$ cat src/rtl/control.sv
// Main opcode decoder for the single-cycle datapath.
// Combinational control strobes plus a sticky illegal-opcode flag.
module control (
  input  logic       clk,
  input  logic       rst,
  input  logic [6:0] ctrl,
  output logic       branch,
  output logic       RegWrite,
  output logic       MemtoReg,
  output logic       MemRead,
  output logic       MemWrite,
  output logic       alu_src,
  output logic [1:0] alu_op,
  output logic       illegal_op
);

  localparam logic [6:0] OP_RTYPE  = 7'b0110011;
  localparam logic [6:0] OP_LOAD   = 7'b0000011;
  localparam logic [6:0] OP_STORE  = 7'b0100011;
  localparam logic [6:0] OP_BRANCH = 7'b1100011;

  logic known;

  always_comb begin
    branch   = 1'b0;
    RegWrite = 1'b0;
    MemtoReg = 1'b0;
    MemRead  = 1'b0;
    MemWrite = 1'b0;
    alu_src  = 1'b0;
    alu_op   = 2'b00;
    known    = 1'b1;
    case (ctrl)
      OP_RTYPE: begin
        RegWrite = 1'b1;
        alu_op   = 2'b10;
      end
      OP_LOAD: begin
        RegWrite = 1'b1;
        MemtoReg = 1'b1;
        MemRead  = 1'b1;
        alu_src  = 1'b1;
      end
      OP_STORE: begin
        MemWrite = 1'b1;
        alu_src  = 1'b1;
      end
      OP_BRANCH: begin
        branch = 1'b1;
        alu_op = 2'b01;
      end
      default: known = 1'b0;
    endcase
    // reset masks the strobes without waiting for a clock edge
    if (rst) begin
      branch   = 1'b0;
      RegWrite = 1'b0;
      MemtoReg = 1'b0;
      MemRead  = 1'b0;
      MemWrite = 1'b0;
      alu_src  = 1'b0;
      alu_op   = 2'b00;
    end
  end

  always_ff @(posedge clk or posedge rst) begin
    if (rst)
      illegal_op <= 1'b0;
    else if (!known)
      illegal_op <= 1'b1;
  end

endmodule

$ cat config.mk
export PLATFORM = sky130hd
export DESIGN_NAME = control
export DESIGN_NICKNAME = d
export VERILOG_FILES = /design/src/rtl/control.sv
export SDC_FILE = /design/constraint.sdc
export NUM_CORES = 1
export LEC_CHECK = 0
export BUFFER_PORTS_ARGS = -buffer_cell sky130_fd_sc_hd__buf_4
export CORE_AREA = 5 5 42 44
export CTS_CLUSTER_DIAMETER = 60
export DETAILED_ROUTE_END_ITERATION = 6
export DIE_AREA = 0 0 47 49
export HOLD_SLACK_MARGIN = 0.08
export PLACE_DENSITY = 0.35
export SKIP_LAST_GASP = 1
export SYNTH_ARGS = -nofsm -noshare
export SYNTH_HDL_FRONTEND = slang
export SYNTH_SLANG_ARGS = --single-unit
$ cat constraint.sdc
create_clock -name clk -period 3.35 [get_ports clk]
set_clock_uncertainty 0.1 [all_clocks]
set_input_delay 0.8375 -clock clk [delete_from_list [all_inputs] [get_ports clk]]
set_output_delay 0.8375 -clock clk [all_outputs]
set_load 0.01 [all_outputs]
==> results of run 1 <==
## worst max-delay path, delay by kind of cell
family                 cells  cell delay [ns]
buffers and inverters      2             0.30
and+or+nand+nor            3             0.69
## synthesized netlist by cell type (all sizes together)
| cell type | number | area (sq um) |
|---|---|---|
| o21ai | 1 | 5.00 |
| nor3b | 1 | 12.5 |
| nor2b | 1 | 6.26 |
| and4bb | 2 | 25.0 |
| nand2b | 1 | 6.26 |
| nor2 | 4 | 15.0 |
| nand3b | 1 | 7.51 |
| buf | 2 | 15.0 |
| dfrtp | 1 | 25.0 |
| inv | 1 | 3.75 |
| nand2 | 2 | 10.0 |
| nor3 | 1 | 5.00 |
## kinds of logic after synthesis
kind of cell | count (synthesis) | synth area share [%]
AOI/OAI and AO/OA | 1 | 3.67
DFF | 1 | 18.3
buffers and inverters | 3 | 13.8
and+or+nand+nor | 13 | 64.2
## final timing paths
path	depth (start not counted)	from	to	slack [ns]
worst min-delay path	1	illegal_op	illegal_op	0.38
max in group asynchronous	2	rst	illegal_op	2.46
worst max-delay path	5	ctrl[3]	MemRead	0.57
worst max register to register	1	illegal_op	illegal_op	2.60
min in group asynchronous	2	rst	illegal_op	0.60
worst min register to register	1	illegal_op	illegal_op	0.38
## per-stage QoR
| stage | cell area (sq um) | setup WS [ns] | hold WS, ns |
|---|---|---|---|
| global placement | 269 | 0.703 | 0.387 |
| finish | 269 | 0.570 | 0.383 |
| floorplan | 136 | 0.678 | 0.408 |
| detailed placement | 269 | 0.598 | 0.399 |
| CTS | 269 | 0.590 | 0.401 |
| global route | 269 | 0.523 | 0.423 |
## area by class of cell
class	instances	area [sq um]
Tap cell	16	20.0
Multi-Input combinational cell	14	92.6
Sequential cell	1	25.0
Inverter	1	3.75
Fill cell	166	1130
Timing Repair Buffer	17	128
## per-layer routing
metal	vias up	track usage (%)	wire length (microns)	share of wire (%)
li1	90	-	-	-
met1	75	8.08	292	54
met2	18	5.43	136	25
met3	0	1.85	109	20
met4	0	0	0	0
met5	-	0	0	0
## power groups by stage
stage,Clock [mW],Sequential [mW],Combinational [mW]
floorplan,0,0.0123,0.00460
global placement,0,0.0123,0.0140
detailed placement,0,0.0123,0.0141
CTS,0,0.0123,0.0141
global route,0,0.0123,0.0155
finish,0,0.0123,0.0139
## layout by cell type, fill, tap and decap left out
cell       n
dfrtp_1    1
nand3b_1   1
and4bb_2   2
nor2b_1    1
nor3_1     1
nand2_1    1
buf_4     17
nor2_1     4
o21ai_0    1
nor3b_2    1
inv_1      1
nand2b_1   1
nand2_2    1
==> flow_summary.ini, run 1 <==
[floorplanning]
die-height_microns = 49
die_x_microns = 47
die_area_sq_um = 2300
ios = 18
start_util_pct = 9.73
rows = 14
coreArea_sq_um = 1400

[place]
dp_hpwl_microns = 508
port_buffers = 17
place.gp.congestion = 0.642
placed_cells = 49

[power_and_ir_drop]
netSwitchingPower_mw = 0.00523
p_comb_share_pct = 53.1
ir_worst_vdd_uv = 60.9
p_per_area_nw_per_um2 = 97.6
leakage_nw = 0.128
power_mw = 0.0262
p_int_mw = 0.0210
swShare_pct = 19.9
p_seq_share_pct = 46.9
pwr-share-clk_pct = 0

[hold_path]
hp-class = reg2reg

[worst_setup_path]
slowest_stage = and4bb_2
worstPathCellList = buf_4 -> and4bb_2 -> nand2_2 -> nor3_1 -> buf_4
cp.required_ns = 2.41
worstSetupPathType = in2out
cp-end-kind = primary output
slowest_delay_ns = 0.31
cp-start-kind = input pin
crit_top_cell = buf_4
cp.arrival_ns = 1.84
cp_max_fo = 5

[route]
vias = 183
first_iter_violations = 2
drc = 0
drt-total-wl_microns = 537
wl_per_cell_microns = 11.0
ant_nets = 0
dr.pass1.iters = 4
via_per_inst = 3.73

[finish]
insertedDiodeCount = 0
finish.utilization_pct = 19.2
final_cells = 49
area_growth_pct = 97.2
drive_gt1_share_pct = 63.6
regMostFlops = illegal_op
largestRegisters = illegal_op x1
largest_register_ffs = 1
fin_nets = 44

[sta]
tns_ns = 0
relSlewSlack_pct = 76.5
setup_viol = 0
max_freq_ghz = 0.360
rsz0062_at_grt = no
tightest_slew_ns = 0.350
finalCritPeriodShare_pct = 83.0
hold_viol = 0
slew_violations = 0
layout_min_cycle_time_ns = 2.78

[logic_synthesis]
yosysSeqAreaShare_pct = 18.3
synthesis.nets = 27
netlist_area_sq_um = 136
avgSynthCellArea_sq_um = 7.58
ys_ff_latch = 1
syn_inst = 18
ys_warn_count = 0
yosysUniqueCellTypes = 13

[clock_tree]
post-cts-setup-buffers = 0
ctsHoldBuffers = 0
cts_resized = 0
insertion_delay_ns = 0
cts.reportedPaths.clkPinSlew_ns = 0

[global_routing]
grt_usage_pct = 4.64
grt_pass1_wl_microns = 855
grt_max_degree = 6
grt_pass1_vias = 185
grt_antenna_before_repair = 0
grt_overflow = 0

[status]
status = complete, no violations

[flow_run]
cap_viol_max_count = 0
Power figures use the tool's default switching activity.
==> run 2, diff against run 1 <==
Clock period 3.35 ns to 2.85 ns, I/O delays scaled along.
==> flow_summary.ini, run 2 (synthesis results as in run 1) <==
[status]
status = complete, no violations

[sta]
tns_ns = 0
setup_viol = 0
slew_violations = 0
hold_slack_ns = 0.362
tightest_slew_ns = 0.261
finalCritPeriodShare_pct = 86.3
rsz0062_at_grt = no
hold_viol = 0
relSlewSlack_pct = 82.5
max_freq_ghz = 0.407
layout_min_cycle_time_ns = 2.46

[worst_setup_path]
r2r_start = illegal_op
slowest_stage = and4bb_2
r2r_slack_ns = 2.12
timing.rr.end = illegal_op
slowest_delay_ns = 0.32
crit_top_cell = buf_4
cp.required_ns = 2.04
worstPathCellList = buf_4 -> and4bb_2 -> nand2_2 -> nor3_1 -> buf_4
cp_max_fo = 5
cp.arrival_ns = 1.65
cp-end-kind = primary output
worstSetupPathType = in2out
rr_worst_depth = 1
cp-start-kind = input pin

[route]
wl_per_cell_microns = 11.1
drc = 0
dr.pass1.iters = 2
via_per_inst = 3.43
vias = 168
ant_nets = 0
drt-total-wl_microns = 543
first_iter_violations = 1

[floorplanning]
coreArea_sq_um = 1400
die_area_sq_um = 2300
die_x_microns = 47
die-height_microns = 49
ios = 18
rows = 14
start_util_pct = 9.73

[power_and_ir_drop]
power_mw = 0.0311
p_per_area_nw_per_um2 = 116
ir_worst_vdd_uv = 52.4
leakage_nw = 0.128

[finish]
final_cells = 49
layout_common_cells = buf_4 (17), nor2_1 (4), and4bb_2 (2)
area_growth_pct = 97.2
layout_commonest_cell = buf_4
largestRegisters = illegal_op x1
insertedDiodeCount = 0
drive_gt1_share_pct = 63.6
regMostFlops = illegal_op
nFillCells = 171
largest_register_ffs = 1
fin_nets = 44

[hold_path]
hold_path_end = illegal_op
min_from = illegal_op
hold_depth = 1
hp-class = reg2reg

[clock_tree]
cts.reportedPaths.clkPinSlew_ns = 0
insertion_delay_ns = 0
cts_resized = 0
ctsHoldBuffers = 0
post-cts-setup-buffers = 0

[place]
dp_hpwl_microns = 495
place.gp.congestion = 0.667
port_buffers = 17
placed_cells = 49

[global_routing]
grt_overflow = 0
grt_max_degree = 6
grt_pass1_vias = 188
grt_usage_pct = 4.71
grt_pass1_wl_microns = 855
grt_antenna_before_repair = 0

[flow_run]
cap_viol_max_count = 0
-- run 2: routing by layer --
layer	routed length (microns)	share of wire (%)	global-route usage [%]
met5	0	0	0
met4	0	0	0
met3	97	18	0.738
met2	121	22	4.52
met1	324	60	9.85
-- run 2: how the worst max path moves through the flow --
stage | from | to | slack, ns | cells after the start
CTS | ctrl[2] | MemtoReg | 0.35 | 5
global placement | ctrl[3] | MemtoReg | 0.33 | 5
detailed placement | ctrl[2] | MemtoReg | 0.36 | 5
floorplan | ctrl[2] | MemtoReg | 0.43 | 4
global route | ctrl[3] | MemtoReg | 0.26 | 5
finish | ctrl[2] | MemtoReg | 0.39 | 5
-- run 2: cell type report --
type	count	area (sq um)	area share [%]
Inverter	1	3.75	1.40
Multi-Input combinational cell	14	92.6	34.4
Sequential cell	1	25.0	9.30
Tap cell	16	20.0	7.44
Timing Repair Buffer	17	128	47.4
-- run 2: worst max-delay path: cells and delay by family --
family                 cells  cell delay, ns
buffers and inverters      2            0.29
and+or+nand+nor            3            0.65
-- run 2: power by group --
group,internal (mW),total [mW],switching (mW)
sequential,0.0145,0.0145,0
combinational,0.0103,0.0166,0.00638
clock,0,0,0
-- run 2: metrics by stage --
stage	setup slack, ns	util (%)	area [sq um]
after global placement	0.329	19.2	269
after detailed placement	0.361	19.2	269
after CTS	0.352	19.2	269
after global routing	0.261	19.2	269
after floorplan	0.428	-	136
final	0.391	19.2	269
